===== src/rtl/pool_pkg.sv =====
// rtl/pool_pkg.sv - shared widths and read-side state encoding for the binary max-pooling block
package pool_pkg;

    localparam int WL = 112;
    localparam int AW = 7;

    typedef enum logic [1:0] {
        IDLE = 2'd0,
        REQ  = 2'd1,
        SEND = 2'd2,
        DONE = 2'd3
    } poolState_e;

endpackage


===== src/rtl/pool_stream_reader_if.sv =====
// rtl/pool_stream_reader_if.sv - bit-serial pooled-feature stream with its bit address
interface pool_stream_reader_if;
    import pool_pkg::*;

    logic          oValid;
    logic          iReady;
    logic          oBIT;
    logic [AW-1:0] oADDR;
    logic          oLast;

    modport master (
        output oValid,
        output oBIT,
        output oADDR,
        output oLast,
        input  iReady
    );

    modport slave (
        input  oValid,
        input  oBIT,
        input  oADDR,
        input  oLast,
        output iReady
    );

endinterface


===== src/rtl/pool_stream_reader.sv =====
// rtl/pool_stream_reader.sv - fetches one pooled vector and streams it LSB first with a popcount
module pool_stream_reader
    import pool_pkg::*;
(
    input  logic                 iCLK,
    input  logic                 iRSTn,
    input  logic                 iStart,
    output logic                 oReadEN,
    input  logic [WL-1:0]        iDATA,
    pool_stream_reader_if.master strm,
    output logic                 oBusy,
    output logic                 oDone,
    output logic [AW:0]          oOnes
);

    poolState_e    state;
    poolState_e    stateNext;

    logic [WL-1:0] shreg;
    logic [AW-1:0] addrCnt;
    logic [AW:0]   onesCnt;
    logic [AW:0]   onesReg;

    logic          sendValid;
    logic          xfer;
    logic          lastBit;
    logic [AW:0]   onesNext;

    assign lastBit  = (addrCnt == AW'(WL - 1));
    assign xfer     = sendValid & strm.iReady;
    assign onesNext = onesCnt + {{AW{1'b0}}, shreg[0]};

    always_ff @(posedge iCLK) begin
        if (!iRSTn) begin
            state <= IDLE;
        end else begin
            state <= stateNext;
        end
    end

    always_comb begin
        stateNext = state;
        oReadEN   = 1'b0;
        sendValid = 1'b0;
        oBusy     = 1'b1;
        oDone     = 1'b0;
        case (state)
            IDLE: begin
                oBusy = 1'b0;
                if (iStart) begin
                    stateNext = REQ;
                end
            end
            REQ: begin
                oReadEN   = 1'b1;
                stateNext = SEND;
            end
            SEND: begin
                sendValid = 1'b1;
                if (xfer && lastBit) begin
                    stateNext = DONE;
                end
            end
            DONE: begin
                oDone     = 1'b1;
                stateNext = IDLE;
            end
            default: begin
                stateNext = IDLE;
            end
        endcase
    end

    // Stream fields are forced to zero outside SEND so downstream never sees stale bits.
    assign strm.oValid = sendValid;
    assign strm.oBIT   = sendValid & shreg[0];
    assign strm.oADDR  = sendValid ? addrCnt : '0;
    assign strm.oLast  = sendValid & lastBit;
    assign oOnes       = onesReg;

    always_ff @(posedge iCLK) begin
        if (!iRSTn) begin
            shreg   <= '0;
            addrCnt <= '0;
            onesCnt <= '0;
            onesReg <= '0;
        end else begin
            case (state)
                REQ: begin
                    shreg   <= iDATA;
                    addrCnt <= '0;
                    onesCnt <= '0;
                end
                SEND: begin
                    if (xfer) begin
                        shreg   <= shreg >> 1;
                        onesCnt <= onesNext;
                        // Address saturates at the last bit; the frame ends there.
                        if (lastBit) begin
                            onesReg <= onesNext;
                        end else begin
                            addrCnt <= addrCnt + 1'b1;
                        end
                    end
                end
                default: begin
                end
            endcase
        end
    end

endmodule

===== src/flat_wrapper.sv =====
// flat-port wrapper written by rule: the top's interface ports become plain ports
module pool_stream_reader_flat import pool_pkg::*;
  (iCLK, iRSTn, iStart, oReadEN, iDATA, oBusy, oDone, oOnes, strm_oValid, strm_oBIT, strm_oADDR, strm_oLast, strm_iReady);
  pool_stream_reader_if strm_i ();
  input  logic iCLK;
  input  logic iRSTn;
  input  logic iStart;
  output logic oReadEN;
  input  logic [WL-1:0] iDATA;
  output logic oBusy;
  output logic oDone;
  output logic [AW:0] oOnes;
  output wire logic [$bits(strm_i.oValid)-1:0] strm_oValid;
  output wire logic [$bits(strm_i.oBIT)-1:0] strm_oBIT;
  output wire logic [$bits(strm_i.oADDR)-1:0] strm_oADDR;
  output wire logic [$bits(strm_i.oLast)-1:0] strm_oLast;
  input wire logic [$bits(strm_i.iReady)-1:0] strm_iReady;
  assign strm_oValid = strm_i.oValid;
  assign strm_oBIT = strm_i.oBIT;
  assign strm_oADDR = strm_i.oADDR;
  assign strm_oLast = strm_i.oLast;
  assign strm_i.iReady = strm_iReady;
  pool_stream_reader u_core (.iCLK(iCLK), .iRSTn(iRSTn), .iStart(iStart), .oReadEN(oReadEN), .iDATA(iDATA), .strm(strm_i), .oBusy(oBusy), .oDone(oDone), .oOnes(oOnes));
endmodule

===== config.mk =====
export PLATFORM = sky130hd
export DESIGN_NAME = pool_stream_reader_flat
export DESIGN_NICKNAME = d
export VERILOG_FILES = /design/src/rtl/pool_pkg.sv /design/src/rtl/pool_stream_reader_if.sv /design/src/rtl/pool_stream_reader.sv /design/src/flat_wrapper.sv
export SDC_FILE = /design/constraint.sdc
export NUM_CORES = 1
export LEC_CHECK = 0
export BUFFER_PORTS_ARGS = -buffer_cell sky130_fd_sc_hd__buf_2
export CORE_AREA = 2 2 138 140
export DETAILED_ROUTE_END_ITERATION = 8
export DIE_AREA = 0 0 140 142
export PLACE_DENSITY_LB_ADDON = 0.2
export SETUP_SLACK_MARGIN = 0.05
export SYNTH_ARGS = -nofsm -noshare
export SYNTH_HDL_FRONTEND = slang
export SYNTH_SLANG_ARGS = --single-unit
export TNS_END_PERCENT = 1

===== constraint.sdc =====
create_clock -name iCLK -period 4.3 [get_ports iCLK]
set_clock_uncertainty 0.2 [all_clocks]
set_input_delay 0.215 -clock iCLK [delete_from_list [all_inputs] [get_ports iCLK]]
set_output_delay 0.215 -clock iCLK [all_outputs]
set_load 0.005 [all_outputs]

==> impl_results.md, run 1 <==
* Num ports at 137
* Vias per cell at 4.86
* Synth top area cells: dfxtp_1 (43%), mux2i_1 (18%), a211oi_1 (13%)
* Congestion Overflow GR at 0
* Sequential-to-total area share from yosys stat at 0.434
* Final min period at 3.06 ns
* # hold bufs at CTS at 114
* Drt wl/cell at 13.7 µm
* Cell variety after synth at 50
* Final antenna-violating net count at 0
* Total iterations of the first detailed-routing run at 9
* Mapped cell area at 6320 µm²
* Vias at 5407
* Synth Flop Type: dfxtp_1
* Final worst path period share at 0.711
* Count leader, synth: dfxtp_1
* DRC at 8
* CP Class: flip-flop to output pin
* Layout fillers at 1723
* Htree depth at 4
* Final WL at 15200 µm
* Die span in y at 142 µm
* Status: complete, but fails checks
* Post-Syn Nets at 774
* Root Driver: clkbuf_16
* Fin nets at 993
* CP required at 3.88 ns
* Max-Cap Viols at 0
* Die X at 140 µm
* CTS resizes at 0
* Post-synth top cells: dfxtp_1 (137), nor2_1 (127), mux2i_1 (113)
* Proportion of layout cells with a drive suffix above 1 at 0.208
* Power per standard cell area at 655 nW/µm²
* Initial antenna violation count at 0
* First-pass GRT wire length at 24800 µm
* Pleak at 3.28 nW
* RSZ-0062 raised after global routing: no
* Setup Fix Bufs, Post-CTS at 0
* Final TNS setup at 0 ns
* Die area at 19900 µm²
* Post-DP HPWL at 9530 µm
* Post-synthesis cell count at 650
* Clock transition at path regs at 0.06 ns
* Syn_area_per_cell at 9.73 µm²
* Max Clk Rate at 327 MHz
* Crit path launch type: flip-flop
* Antenna diode count at 0
* Buffers on Ports at 136
* Cell taking the most area after synthesis: dfxtp_1
* Dpl cell area at 6990 µm²
* Worst-path fanout max at 45
* Synthesized flop and latch total at 137
* CTS tree: built
* Row count at 50
* Total CTS buffers at 17
* Global-route usage over all layers at 0.153
* Finish-stage setup viols at 0
* Slew HR at 0.344
* Violated checks: design-rule violations
* Worst hold path class: input port to flip-flop
* Worst Setup End Kind: output pin
* Max Slew Vio Count at 0
* Post-synth EDFFs at 0
* R2R setup slack at 1.37 ns
* Routability cong. at 0.753
* Largest net degree at the start of global routing at 163
* CTS max path bufs at 2
* CTS sink count at 137
* Worst-Margin Slew at 0.984 ns
* Fin area at 8660 µm²
* Syn. warnings at 0
* Async S/R FF share, synth at 0
* Initial Utilization at 0.343
* Later-pin clock latency in the skew report at 0.41 ns
* Critical path arrival at 2.64 ns
* Layout area overhead at 36.9%
* Vias in the first global route at 5288
* VDD IR max at 0.502 mV
* First DRT Iteration DRCs at 236
* Core area at 18500 µm²
* Final hold viol count at 0
* Share of the synthesized area in the top cell type at 0.434
[through the flow]
stage / hold slack (ns) / total power [mW] / worst slack (ns) / utilization / cells
global placement: 0.277 / 4.17 / 1.43 / 0.379 / 970
global route: 0.0484 / 6.12 / 1.02 / 0.469 / 1112
floorplan: 0.191 / 4.03 / 2.37 / - / 650
CTS: 0.0288 / 5.74 / 1.16 / 0.469 / 1112
detailed placement: 0.291 / 4.28 / 1.35 / 0.379 / 970
finish: 0.0528 / 5.67 / 1.24 / 0.469 / 1112
[registers in the layout, indices dropped and copies added, names as in the netlist]
name / count
u_core.onesCnt: 8
u_core.addrCnt: 7
u_core.shreg: 112
u_core.state: 2
u_core.oOnes: 8
[cell type report]
class                           instances  area [µm²]  area share
Multi-Input combinational cell        450        3200       0.369
Sequential cell                       137        2740       0.317
Timing Repair Buffer                  256        1870       0.216
Clock buffer                           24         482      0.0557
Tap cell                              234         293      0.0338
Clock inverter                          4        45.0     0.00520
Inverter                                7        28.8     0.00332
[layer usage]
metal	vias up	routed length [µm]	share of wire	global-route usage
met1	2470	7210	0.47	0.195
met4	0	157	0.010	0.0436
met5	-	0	0	0
met2	110	7200	0.47	0.251
li1	2811	-	-	-
met3	16	657	0.043	0.0488
[report_power, final]
group / switching [mW] / leakage [nW] / internal, mW
registers: 0.299 / 1.13 / 1.84
clock network: 0.508 / 0.262 / 0.825
logic: 1.24 / 1.89 / 0.955
total: 2.04 / 3.28 / 3.62
[cell usage in the layout (no fill, tap or decap), types with 3 or more instances in the layout]
master	count
and2_1	6
clkbuf_16	17
mux2i_1	113
xor2_1	3
dlygate4sd3_1	114
buf_2	136
ha_1	7
nand3_1	8
a21oi_1	9
clkbuf_1	4
inv_1	6
nand2_1	11
o21ai_0	13
buf_4	6
clkinv_2	3
clkbuf_8	3
nor2_1	127
a211oi_2	4
dfxtp_1	137
a22oi_1	3
a211oi_1	111
[cells by family after synthesis]
group,count (synthesis),share of synthesized area
XOR/XNOR,5,0.00693
flip-flops,137,0.434
multiplexers,114,0.181
adder cells (fa/ha/maj),8,0.0158
AND/OR/NAND/NOR,168,0.116
AO/OA/AOI/OAI,155,0.182
buffers and inverters,63,0.0647
[worst max-delay path: stages (launching register included)]
cell     delay [ns]
dfxtp_1        0.33
inv_1          0.16
ha_4           0.44
buf_4          0.63
inv_1          0.30
nor2_1         0.21
buf_2          0.14
[path summary, 6_finish.rpt]
check / start / endpoint / cells past startpoint
worst max-delay path: u_core.state[0]$_SDFFE_PN0P_ / strm_oADDR[4] / 6
worst min-delay path: strm_iReady / u_core.addrCnt[2]$_SDFFE_PN0P_ / 3
worst max register to register: u_core.state[0]$_SDFFE_PN0P_ / u_core.shreg[84]$_SDFFE_PN0P_ / 6
worst min register to register: u_core.oOnes[2]$_SDFFE_PN0P_ / u_core.oOnes[2]$_SDFFE_PN0P_ / 2
Power figures use the tool's default switching activity.
==> run 2, diff against run 1 <==
- ABC_AREA: default -> 1
- CORE_AREA: 2 2 138 140 -> 2 2 135 137
- DIE_AREA: 0 0 140 142 -> 0 0 137 139
- clock period: 4.3 -> 3.16 ns (I/O delays scaled with it)
==> run 2 against run 1 <==
The flow now finishes without violations. Critical path depth did not move. Cell area fell by 2.1%. Highest routed layer unchanged. Critical endpoint is now strm_oLast. Sequential power rose by 32%.
==> impl_results.md, run 2 <==
* Status: finished, final reports clean
* Mapped cell area at 6020 µm² (-4.8%)
* Synth Flop Type: dfxtp_1
* Syn. warnings at 0 (unchanged)
* Root Driver: clkbuf_16
* Cell family with most CP delay: buffers and inverters
* R2r startpoint: u_core.state[0]$_SDFFE_PN0P_
* Setup Fix Bufs, Post-CTS at 0 (unchanged)
* Pleak at 3.64 nW (+11%)
* Final antenna-violating net count at 0 (unchanged)
* Fin nets at 1159 (+17%)
* WP buf/inv at 4 (unchanged)
* Global-route usage over all layers at 0.169 (+0.0159)
* Footprint of the multi-input gates at 2850 µm² (-11%)
* Worst-path fanout max at 55 (+22%)
* Register bank with the most flops: u_core.shreg
* Core area at 17700 µm² (-4.3%)
* CP required at 2.80 ns (-1.08 ns)
* R2R setup slack at 0.90 ns (-0.47 ns)
* Async S/R FF share, synth at 0 (unchanged)
* CTS tree: built
* Commonest cells after routing, fill and taps aside: nand2_1 (274), dfxtp_1 (137), buf_2 (135), dlygate4sd3_1 (113), a31oi_1 (111)
* Crit path launch type: flip-flop
* Post-synthesis cell count at 827 (+27%)
* Row count at 49 (-2.0%)
* Placed cells at 1132 (+17%)
* Vias at 6207 (+15%)
* Most common cell after layout, fill and taps aside: nand2_1
* Slew HR at 0.512 (+0.168)
* Clock transition at path regs at 0.05 ns (about the same)
* CTS max path bufs at 2 (unchanged)
* Worst-Margin Slew at 0.732 ns (-0.253 ns)
* Worst hold path depth at 4 (+1)
* Layout area overhead at 40.9%
* Final min period at 2.43 ns
* Max Slew Vio Count at 0 (unchanged)
* Initial antenna violation count at 0 (unchanged)
* Synth top area cells: dfxtp_1 (46%), nand2_1 (17%), a31oi_1 (12%)
* First-pass GRT wire length at 26600 µm (+7.2%)
* Final worst path period share at 0.769
* DRC at 0 (-8)
* First DRT Iteration DRCs at 447 (+89%)
* Die area at 19000 µm² (-4.2%)
* Final TNS setup at 0 ns (unchanged)
* Proportion of layout cells with a drive suffix above 1 at 0.169 (-0.0394)
* Max-Cap Viols at 0 (unchanged)
* Share of the synthesized area in the top cell type at 0.456 (+0.0220)
* Final WL at 16300 µm (+7.0%)
* Register area at 2740 µm² (unchanged)
* Htree depth at 4 (unchanged)
* Vias per cell at 4.86 (about the same)
* Post-synth EDFFs at 0 (unchanged)
* Top cell by count, worst path: inv_1
* Post-synth top cells: nand2_1 (274), dfxtp_1 (137), a31oi_1 (111)
* RSZ-0062 raised after global routing: no
* Drt wl/cell at 12.8 µm (-6.8%)
* Total iterations of the first detailed-routing run at 5 (-4)
* Synthesized flop and latch total at 137 (unchanged)
* Congestion Overflow GR at 0 (unchanged)
* Largest net degree at the start of global routing at 117 (-28%)
* Layout fillers at 1737 (+0.81%)
* Worst hold path class: input port to flip-flop
* Critical path's largest stage delay at 0.49 ns (-0.14 ns)
* Sequential-to-total area share from yosys stat at 0.456 (+0.0220)
* Post-Syn Nets at 951 (+23%)
* Critical path arrival at 2.07 ns (-0.57 ns)
* Antenna diode count at 0 (unchanged)
* Total CTS buffers at 17 (unchanged)
* Routability cong. at 0.795 (+5.6%)
* Hold Path Origin: strm_iReady
* Count leader, synth: nand2_1
* Crit path cell chain: inv_1 -> ha_4 -> buf_4 -> nand2_1 -> inv_1 -> buf_2
* VDD IR max at 0.455 mV (-9.2%)
* Die X at 137 µm (-2.1%)
* Power per standard cell area at 808 nW/µm² (+23%)
* CP Class: flip-flop to output pin
* Initial Utilization at 0.341 (-0.00180)
* Final hold viol count at 0 (unchanged)
* Post-DP HPWL at 9090 µm (-4.6%)
* Finish-stage setup viols at 0 (unchanged)
* # hold bufs at CTS at 113 (-0.88%)
* Vias in the first global route at 5705 (+7.9%)
* CTS resizes at 0 (unchanged)
* Worst Setup End Kind: output pin
* Worst R2R End: u_core.oOnes[7]$_SDFFE_PN0P_
* Cell taking the most area after synthesis: dfxtp_1
* Die span in y at 139 µm (-2.1%)
* Slowest CP cell: buf_4
* Syn_area_per_cell at 7.28 µm² (-25%)
* Later-pin clock latency in the skew report at 0.41 ns (about the same)
* Hold EP: u_core.addrCnt[2]$_SDFFE_PN0P_
* Num ports at 137 (unchanged)
* Final Instance Count excl. Fillers at 1276 (+15%)
* CTS sink count at 137 (unchanged)
* Buffers on Ports at 136 (unchanged)
* Cells on worst reg2reg path at 8 (+2)
* Max Clk Rate at 411 MHz
* Cell variety after synth at 27 (-46%)
* Max FFs per register at 112 (unchanged)
## run 2: cell count changes after synthesis, sizes merged, moves of 12 or more
cell,delta
nor2,-93
inv,+25
o21ai,+108
clkbuf,+22
mux2i,-113
a31oi,+109
buf,-12
a211oi,-115
nand2,+263
## run 2: cells by family after synthesis
kind of cell | share of synthesized area
XOR/XNOR | 0.00582
buffers and inverters | 0.0751
flip-flops | 0.456
AND/OR/NAND/NOR | 0.212
adder cells (fa/ha/maj) | 0.0166
AO/OA/AOI/OAI | 0.235
## run 2: metal layers
metal	vias to the layer above	wire length, µm	track usage
met5	-	0	0
met4	0	252	0.0640
met3	19	644	0.0358
met2	123	7450	0.264
met1	2840	7950	0.228
li1	3225	-	-
## run 2: worst max path at each step
stage                                  from                        endpoint  slack [ns]  depth (start not counted)
3_3_place_gp   u_core.state[0]$_SDFFE_PN0P_    u_core.oOnes[7]$_SDFFE_PN0P_        0.98                          8
2_1_floorplan  u_core.state[0]$_SDFFE_PN0P_  u_core.onesCnt[3]$_SDFFE_PN0P_        1.36                         10
5_1_grt        u_core.state[0]$_SDFFE_PN0P_                      strm_oLast        0.56                          6
4_1_cts        u_core.state[0]$_SDFFE_PN0P_                      strm_oLast        0.68                          6
3_5_place_dp   u_core.state[0]$_SDFFE_PN0P_    u_core.oOnes[7]$_SDFFE_PN0P_        0.90                          8
6_report       u_core.state[0]$_SDFFE_PN0P_                      strm_oLast        0.73                          6
## run 2: cell type report
class,count,area share
well taps,229,0.0338
clock inverters,8,0.0114
flip-flops and latches,137,0.323
inverters,33,0.0149
clock buffers,23,0.0552
repair buffers,255,0.225
multi-input cells,591,0.336
## run 2: stage by stage
stage                     setup slack [ns]   util  area (µm²)  hold WS [ns]  total power, mW
after floorplan                       1.36      -        6020         0.117             4.40
after global placement               0.984  0.384        6780         0.232             4.85
after detailed placement             0.895  0.384        6780         0.235             4.87
after CTS                            0.678  0.480        8480       0.00139             6.92
after global routing                 0.562  0.480        8480        0.0486             7.38
final                                0.730  0.480        8480        0.0132             6.85
## run 2: report_power, final
| part | leakage [nW] | internal (mW) | switching [mW] |
|---|---|---|---|
| Sequential | 1.13 | 2.48 | 0.350 |
| Clock | 0.277 | 1.19 | 0.709 |
| Combinational | 2.24 | 0.781 | 1.34 |
## run 2: tightest hold or removal path: stages
cell	delay, ns
buf_2	0.09
or2_2	0.15
nand3_1	0.08
a21oi_1	0.11
==> run 3, diff against run 2 <==
- clock period: 3.16 -> 2.14 ns (I/O delays scaled with it)
==> run 3 against run 2 <==
Combinational power grew 70%. Setup slack lost 0.57 ns. Die area is the same. Sequential power grew 48%. Clock-buffer cell count shrank 3. Sequential share of layout area shrank 1.4 points. Core utilization grew 2.2 points. Critical endpoint is now strm_oADDR[1]. Largest power group unchanged.
==> impl_results.md, run 3 (synthesis results as in run 2) <==
* Status: finished, final reports clean
* Vias at 6297 (+1.4%)
* CP required at 1.83 ns (-0.97 ns)
* Crit path launch type: flip-flop
* Register bank with the most flops: u_core.shreg
* Worst-path fanout max at 51 (-7.3%)
* CTS tree: built
* Power per standard cell area at 1260 nW/µm² (+56%)
* Int Power at 7.41 mW (+67%)
* Die X at 137 µm (unchanged)
* Initial Utilization at 0.341 (unchanged)
* Finish-stage setup viols at 0 (unchanged)
* Final WL at 17000 µm (+4.5%)
* Slew HR at 0.669 (+0.157)
* Cells on worst reg2reg path at 10 (+2)
* Clock transition at path regs at 0.06 ns (about the same)
* Switching power at 3.76 mW (+56%)
* Row count at 49 (unchanged)
* First-pass GRT wire length at 26900 µm (+1.1%)
* Antenna diode count at 0 (unchanged)
* Final hold viol count at 0 (unchanged)
* Num ports at 137 (unchanged)
* RSZ-0062 raised after global routing: no
* Dpl ws at 0.142 ns (-0.753 ns)
* CP Class: flip-flop to output pin
* Root Driver: clkbuf_16
* Layout area overhead at 47.2%
* Die area at 19000 µm² (unchanged)
* CTS max path bufs at 2 (unchanged)
* CTS sink count at 137 (unchanged)
* Final WS setup at 0.159 ns (-0.570 ns)
* R2R setup slack at 0.17 ns (-0.73 ns)
* Worst hold path class: flip-flop to flip-flop
* Initial antenna violation count at 0 (unchanged)
* Global-route usage over all layers at 0.174 (+0.00454)
* Proportion of layout cells with a drive suffix above 1 at 0.193 (+0.0244)
* Final Instance Count excl. Fillers at 1299 (+1.8%)
* Max Clk Rate at 505 MHz
* Critical path arrival at 1.67 ns (-0.40 ns)
* Most common cell after layout, fill and taps aside: nand2_1
* Largest net degree at the start of global routing at 89 (-24%)
* Later-pin clock latency in the skew report at 0.42 ns (about the same)
* Vias per cell at 4.85 (-0.35%)
* Layout fillers at 1722 (-0.86%)
* Logic pwr share at 0.323 (+0.013)
* Max-Cap Viols at 0 (unchanged)
* Worst-Margin Slew at 0.496 ns (-0.236 ns)
* Buffers on Ports at 136 (unchanged)
* Die span in y at 139 µm (unchanged)
* Clock power share at 0.303 (+0.025)
* Routability cong. at 0.801 (+0.73%)
* Final antenna-violating net count at 0 (unchanged)
* Switching Fraction at 0.336 (-0.0141)
* Final worst path period share at 0.925
* Worst hold path depth at 2 (-2)
* Dpl cell area at 6890 µm² (+1.6%)
* Vias in the first global route at 5860 (+2.7%)
* PnR Total Power at 11.2 mW (+63%)
* R2r startpoint: u_core.state[0]$_SDFFE_PN0P_
* Total iterations of the first detailed-routing run at 5 (unchanged)
* Hold Path Origin: u_core.shreg[35]$_SDFFE_PN0P_
* First DRT Iteration DRCs at 370 (-17%)
* Post-DP HPWL at 9710 µm (+6.9%)
* Commonest cells after routing, fill and taps aside: nand2_1 (271), dfxtp_1 (136), buf_2 (135), dlygate4sd3_1 (115), a31oi_1 (111)
* Worst Setup End Kind: output pin
* Drt wl/cell at 13.1 µm (+2.6%)
* Worst R2R End: u_core.onesCnt[4]$_SDFFE_PN0P_
* Sequential share of power at 0.374 (-0.038)
* Max FFs per register at 112 (unchanged)
* Htree depth at 4 (unchanged)
* Max Slew Vio Count at 0 (unchanged)
* Fin area at 8860 µm² (+4.5%)
* Core area at 17700 µm² (unchanged)
* Hold EP: u_core.shreg[34]$_SDFFE_PN0P_
* Placed cells at 1145 (+1.1%)
* Final TNS setup at 0 ns (unchanged)
* Congestion Overflow GR at 0 (unchanged)
* Total CTS buffers at 17 (unchanged)
* VDD IR max at 0.575 mV (+26%)
* DRC at 0 (unchanged)
* Final min period at 1.98 ns
* Pleak at 3.83 nW (+5.1%)
* Fin nets at 1182 (+2.0%)
run 3: area by class of cell:
type / count / area [µm²] / area share
clock buffers: 20 / 467 / 0.0527
clock inverters: 11 / 218 / 0.0246
inverters: 33 / 130 / 0.0147
multi-input cells: 592 / 2870 / 0.324
flip-flops and latches: 137 / 2740 / 0.310
well taps: 229 / 287 / 0.0323
repair buffers: 277 / 2150 / 0.242
run 3: power groups by stage:
stage / Combinational (mW) / Sequential [mW] / Clock [mW]
2_1_floorplan: 2.43 / 4.07 / 0
3_3_place_gp: 3.10 / 4.20 / 0
3_5_place_dp: 3.14 / 4.20 / 0
4_1_cts: 3.34 / 4.16 / 3.46
5_1_grt: 4.10 / 4.30 / 3.54
6_report: 3.61 / 4.18 / 3.38
run 3: stage by stage:
step                      hold slack, ns  utilization
final                              0.265        0.502
after global routing               0.279        0.502
after CTS                          0.267        0.495
after detailed placement           0.180        0.390
after global placement             0.180        0.390
after floorplan                   0.0658            -
run 3: what timing repair did:
item,4_1_cts,5_1_grt
setup buffers,0,7
cloned,0,1
hold buffers,115,0
endpoints found under the setup margin,9,82
pin swaps,0,1
resized for setup,3,12
hold endpoints to repair,118,0
run 3: critical path, stage by stage (launching register included):
cell     delay [ns]
dfxtp_2        0.34
inv_1          0.14
ha_4           0.25
buf_12         0.26
nand2_1        0.11
inv_1          0.05
buf_2          0.10
run 3: layer usage:
| layer | global-route usage | wire length (µm) |
|---|---|---|
| met4 | 0.0695 | 235 |
| met1 | 0.231 | 8300 |
| met2 | 0.274 | 7820 |
| met5 | 0 | 0 |
| met3 | 0.0351 | 671 |
run 3: worst max-delay path by stage:
stage	startpoint	endpoint	slack, ns	cells after the start
final	u_core.state[0]$_SDFFE_PN0P_	strm_oADDR[1]	0.16	6
after global routing	u_core.state[0]$_SDFFE_PN0P_	u_core.shreg[86]$_SDFFE_PN0P_	0.05	9
after CTS	u_core.state[0]$_SDFFE_PN0P_	strm_oADDR[6]	0.02	6
after detailed placement	u_core.state[0]$_SDFFE_PN0P_	u_core.onesCnt[4]$_SDFFE_PN0P_	0.14	8
after global placement	u_core.state[0]$_SDFFE_PN0P_	u_core.onesCnt[7]$_SDFFE_PN0P_	0.19	8
after floorplan	u_core.state[0]$_SDFFE_PN0P_	u_core.onesCnt[3]$_SDFFE_PN0P_	0.34	10
